### src/rtl/i2s_audio_rx.sv
`default_nettype none
// ============================================================================
// Module      : i2s_audio_rx
// Description : I2S receiver for a single microphone slot. The asynchronous
//               I2S bit clock, word select and data are synchronised into the
//               clk domain, the selected slot is shifted in MSB-first and the
//               finished sample is presented to the KWS accelerator with a
//               one-clk valid pulse.
// Revision    : 1.0 - initial release
// ----------------------------------------------------------------------------
// Ports
//   clk          in   system clock, rising edge
//   rst          in   synchronous reset, active low
//   enable       in   capture enable (level)
//   i2s_sck      in   asynchronous I2S bit clock
//   i2s_ws       in   asynchronous I2S word select
//   i2s_sd       in   asynchronous I2S serial data
//   err_clr      in   clears short_err
//   audio_sample out  last captured two's-complement sample
//   sample_valid out  one-clk pulse when audio_sample updates
//   sample_count out  samples delivered, wraps at 16 bits
//   short_err    out  sticky: slot ended before SAMPLE_BITS bits arrived
// ============================================================================
module i2s_audio_rx #(
    parameter int SAMPLE_BITS = 16,   // must be >= 2
    parameter int CHANNEL     = 0     // 0 = left (ws low), 1 = right (ws high)
) (
    input  logic                   clk,
    input  logic                   rst,
    input  logic                   enable,
    input  logic                   i2s_sck,
    input  logic                   i2s_ws,
    input  logic                   i2s_sd,
    input  logic                   err_clr,
    output logic [SAMPLE_BITS-1:0] audio_sample,
    output logic                   sample_valid,
    output logic [15:0]            sample_count,
    output logic                   short_err
);

    localparam int               CNT_W     = $clog2(SAMPLE_BITS + 1);
    localparam logic [CNT_W-1:0] C_FULL    = CNT_W'(SAMPLE_BITS);
    localparam logic             C_SLOT_WS = (CHANNEL != 0);

    typedef enum logic [1:0] {
        S_IDLE  = 2'd0,
        S_ALIGN = 2'd1,
        S_SHIFT = 2'd2
    } state_t;

    state_t                 r_state;
    state_t                 w_state_nxt;

    // Synchronisers; the third sck flop only serves edge detection.
    logic                   r_sck_s1, r_sck_s2, r_sck_s3;
    logic                   r_ws_s1,  r_ws_s2;
    logic                   r_sd_s1,  r_sd_s2;
    logic                   r_ws_prev;

    logic [CNT_W-1:0]       r_cnt,   w_cnt_nxt;
    logic [SAMPLE_BITS-1:0] r_shreg, w_shreg_nxt;

    logic [SAMPLE_BITS-1:0] r_audio;
    logic                   r_valid;
    logic [15:0]            r_count;
    logic                   r_err;

    logic                   w_sck_rise;
    logic                   w_ws_edge;
    logic [CNT_W-1:0]       w_cnt_inc;
    logic                   w_load;
    logic                   w_set_err;

    assign w_sck_rise = r_sck_s2 & ~r_sck_s3;
    assign w_ws_edge  = w_sck_rise & (r_ws_s2 ^ r_ws_prev);
    assign w_cnt_inc  = r_cnt + CNT_W'(1);

    // ------------------------------------------------------------------
    // Next-state / datapath control
    // ------------------------------------------------------------------
    always_comb begin
        w_state_nxt = r_state;
        w_cnt_nxt   = r_cnt;
        w_shreg_nxt = r_shreg;
        w_load      = 1'b0;
        w_set_err   = 1'b0;

        case (r_state)
            S_IDLE: begin
                w_cnt_nxt = '0;
                if (enable) begin
                    w_state_nxt = S_ALIGN;
                end
            end

            S_ALIGN: begin
                // The sck-rise that reveals the new ws still carries the last
                // bit of the previous slot; the MSB comes on the next rise.
                if (w_ws_edge && (r_ws_s2 == C_SLOT_WS)) begin
                    w_cnt_nxt   = '0;
                    w_state_nxt = S_SHIFT;
                end
            end

            S_SHIFT: begin
                if (r_cnt == C_FULL) begin
                    // Word complete: publish it one clk after the last shift.
                    w_load      = 1'b1;
                    w_state_nxt = S_ALIGN;
                end else if (w_sck_rise) begin
                    w_shreg_nxt = {r_shreg[SAMPLE_BITS-2:0], r_sd_s2};
                    w_cnt_nxt   = w_cnt_inc;
                    // A ws-edge together with the final bit is a full word.
                    if (w_ws_edge && (w_cnt_inc != C_FULL)) begin
                        w_set_err   = 1'b1;
                        w_state_nxt = S_ALIGN;
                    end
                end
            end

            default: begin
                w_state_nxt = S_IDLE;
            end
        endcase

        // Disable overrides everything: partial word dropped, no pulse.
        if (!enable) begin
            w_state_nxt = S_IDLE;
            w_cnt_nxt   = '0;
            w_load      = 1'b0;
            w_set_err   = 1'b0;
        end
    end

    // ------------------------------------------------------------------
    // Registers
    // ------------------------------------------------------------------
    always_ff @(posedge clk) begin
        if (!rst) begin
            r_state   <= S_IDLE;
            r_sck_s1  <= 1'b0;
            r_sck_s2  <= 1'b0;
            r_sck_s3  <= 1'b0;
            r_ws_s1   <= 1'b0;
            r_ws_s2   <= 1'b0;
            r_sd_s1   <= 1'b0;
            r_sd_s2   <= 1'b0;
            r_ws_prev <= 1'b0;
            r_cnt     <= '0;
            r_shreg   <= '0;
            r_audio   <= '0;
            r_valid   <= 1'b0;
            r_count   <= 16'd0;
            r_err     <= 1'b0;
        end else begin
            r_state   <= w_state_nxt;
            r_sck_s1  <= i2s_sck;
            r_sck_s2  <= r_sck_s1;
            r_sck_s3  <= r_sck_s2;
            r_ws_s1   <= i2s_ws;
            r_ws_s2   <= r_ws_s1;
            r_sd_s1   <= i2s_sd;
            r_sd_s2   <= r_sd_s1;
            if (w_sck_rise) begin
                r_ws_prev <= r_ws_s2;
            end
            r_cnt     <= w_cnt_nxt;
            r_shreg   <= w_shreg_nxt;
            r_valid   <= w_load;
            if (w_load) begin
                r_audio <= r_shreg;
                r_count <= r_count + 16'd1;
            end
            // A new error in the same clk as err_clr must remain visible.
            if (w_set_err) begin
                r_err <= 1'b1;
            end else if (err_clr) begin
                r_err <= 1'b0;
            end
        end
    end

    assign audio_sample = r_audio;
    assign sample_valid = r_valid;
    assign sample_count = r_count;
    assign short_err    = r_err;

endmodule
`default_nettype wire

### config.mk
export PLATFORM = sky130hd
export DESIGN_NAME = i2s_audio_rx
export DESIGN_NICKNAME = d
export VERILOG_FILES = /design/src/rtl/i2s_audio_rx.sv
export SDC_FILE = /design/constraint.sdc
export NUM_CORES = 1
export LEC_CHECK = 0
export ABC_CLOCK_PERIOD_IN_PS = 3900
export CORE_UTILIZATION = 57
export CTS_CLUSTER_SIZE = 8
export DETAILED_ROUTE_END_ITERATION = 16
export PLACE_DENSITY = 0.84
export RECOVER_POWER = 25
export SLEW_MARGIN = 20
export SYNTH_ARGS = -nofsm -noshare
export SYNTH_HDL_FRONTEND = slang
export SYNTH_SLANG_ARGS = --single-unit
### constraint.sdc
create_clock -name clk -period 3.9 [get_ports clk]
set_input_delay 0.39 -clock clk [delete_from_list [all_inputs] [get_ports clk]]
set_output_delay 0.39 -clock clk [all_outputs]
set_load 0.01 [all_outputs]
==> results.ini <==
[run_status]
status = completed

[clocking]
cts_tree = done
ctsHoldBuffers = 0
cts_resized = 0
clock_path_buffers = 2
post-cts-setup-buffer-count = 0
clkSinkCount = 65
clkTransAtPathRegs_ps = 60
numCtsBuffers = 9
cts-root-buf = clkbuf_8
htree_levels = 3
worstSkewPairLatency_ps = 320

[finish]
layout-drive-gt1-share_pct = 5.00
fin_cells = 392
syn_to_final_growth_pct = 20.0
n_fill_cell = 360
final_net_count = 347
antennaDiodeCount = 0

[power_and_ir_drop]
fin_total_pwr_mw = 1.14
peakVddDrop_mv = 0.269
power_density_nw_per_um2 = 364
p_leak_nw = 1.14

[synth]
netlist_instances = 300
yosys-top-cells-area = dfxtp_1 50%, nand2_1 11%, a21oi_1 8.2%
synth_top_cell_by_area = dfxtp_1
ys_seq_elements = 65
syn_area_um2 = 2610
yosysMostFrequentCell = nand2_1
ys_seq_area_share_pct = 49.8
syn_avg_cell_area_um2 = 8.70
synth_top_area_share_pct = 49.8
synthTopCellsByCount = 75 x nand2_1, 65 x dfxtp_1, 43 x a21oi_1, 10 x and2_1, 10 x nor2_1
postSynthNetCount = 310
synth_ff_type = dfxtp_1
ys_warn_count = 0
synthArstFlopShare_pct = 0
synth_edf_count = 0
netlist-cell-type-count = 43

[hold_path]
hold_class = reg -> reg

[floorplanning]
die_area_um2 = 4860
initial_core_util_pct = 59.6
die_h_um = 69.7
rows = 24
ios = 41
core_um2 = 4380
die_x_um = 69.7

[sta]
worstMarginPinSlew_ps = 805
fin_crit_ps = 2270
fin_tns_setup_ps = 0
grt_setup_unrepaired = no
worst_slew_margin_rel_pct = 46.3
finalCritPeriodShare_pct = 58.2
finalHoldViolations = 0
skew_ps = 5.86
finalSetupViolCount = 0
drv_slew = 0
fmax_ghz = 0.441

[placement]
hpwlAfterDp_mm = 3.28
gp_congestion = 0.858
dp.cells = 378
portBuffers = 40

[routing]
wl_per_cell_um = 12.5
via_per_inst = 5.57
antenna_left = 0
routed_wl_mm = 4.90
firstDrtPassIters = 4
drcViolationCount = 0
vias = 2184
drt_iter0_drc = 100

[worst_setup_path]
cp_max_fo = 17
arrival_ps = 2490
start_kind = flop
cpPeakStageDelay_ps = 720
slowest_stage = or3_1
crit_buf_inv = 1
path_delay_family = simple AND/OR/NAND/NOR gates
worstPathCellList = inv_1 -> ha_1 -> and4bb_1 -> or3_1 -> o41ai_2
cp.required_ps = 4120
path_class = reg -> reg
end_kind = flop

[global_route]
grt_antenna_before_repair = 0
grt_pass1_wl_mm = 8.71
globalRouteOverflowTotal = 0
grt_max_degree = 51
grt_use_total_pct = 22.3
grt_pass1_vias = 2008

[flow_run]
cap_violations = 0

-- cells by family after synthesis --
family / after synthesis / share of synthesized area [%]
compound gates: 65 / 14.7
xor+xnor: 7 / 2.35
fa+ha+maj: 3 / 1.44
buf+inv: 19 / 3.88
flops: 65 / 49.8
mux: 2 / 0.767
simple gates: 139 / 27.1
-- layout by cell type, fill, tap and decap left out, drive strengths merged, types with 3 or more instances in the layout --
cell type	synthesis	routed
nand2b	6	6
nand3	7	7
nor2	10	10
ha	3	3
o21ai	9	9
clkdlybuf4s50	0	25
or3	9	9
dfxtp	65	65
and4	4	4
nand4	6	6
and2	11	11
clkbuf	6	13
nand2	75	75
a32o	3	3
dlygate4sd3	0	15
a21oi	43	43
inv	5	5
xor2	5	5
-- path summary, 6_finish.rpt --
| kind | start | endpoint | slack, ps | cells past startpoint |
|---|---|---|---|---|
| worst max-delay path | r_cnt[0]$_SDFFE_PN0P_ | r_cnt[4]$_SDFFE_PN0P_ | 1630 | 5 |
| worst min-delay path | r_sck_s1$_SDFF_PN0_ | r_sck_s2$_SDFF_PN0_ | 440 | 1 |
| worst max register to register | r_cnt[0]$_SDFFE_PN0P_ | r_cnt[4]$_SDFFE_PN0P_ | 1630 | 5 |
| worst min register to register | r_sck_s1$_SDFF_PN0_ | r_sck_s2$_SDFF_PN0_ | 440 | 1 |
-- report_power, final --
| group | internal (mW) | switching [mW] | leakage (nW) |
|---|---|---|---|
| registers | 0.668 | 0.00216 | 0.525 |
| clock network | 0.224 | 0.225 | 0.0733 |
| logic | 0.00875 | 0.0139 | 0.538 |
-- routing by layer --
layer,track usage [%],share of wire (%)
met1,26.7,46
met2,38.1,49
met3,5.23,4.2
met4,9.78,0.77
met5,0,0
-- stage by stage --
step,worst slack [ps],utilization (%),hold slack [ps],area [um^2]
final,1630,71.5,436,3130
after floorplan,2170,-,412,2610
after global routing,1470,71.5,455,3130
after global placement,1670,68.3,413,2990
after CTS,1780,71.6,442,3140
after detailed placement,1640,68.3,427,2990
-- layout make-up --
| cell class | instances | area, um^2 | share of cell area, % |
|---|---|---|---|
| timing repair buffer | 40 | 400 | 12.8 |
| clock buffer | 13 | 139 | 4.43 |
| sequential | 65 | 1300 | 41.5 |
| tap | 52 | 65.1 | 2.08 |
| clock inverter | 1 | 5.00 | 0.160 |
| multi-input combinational | 216 | 1200 | 38.4 |
| inverter | 5 | 18.8 | 0.599 |
-- state kept, by name, indices dropped and copies added, names as in the netlist --
name and flops:
audio_sample 16, r_cnt 5, r_sck_s1 1, r_sck_s2 1, r_sck_s3 1, r_sd_s1 1, r_sd_s2 1, r_shreg 16
r_state 2, r_ws_prev 1, r_ws_s1 1, r_ws_s2 1, sample_count 16, sample_valid 1, short_err 1
No activity file was read; power rests on OpenSTA's default activity.
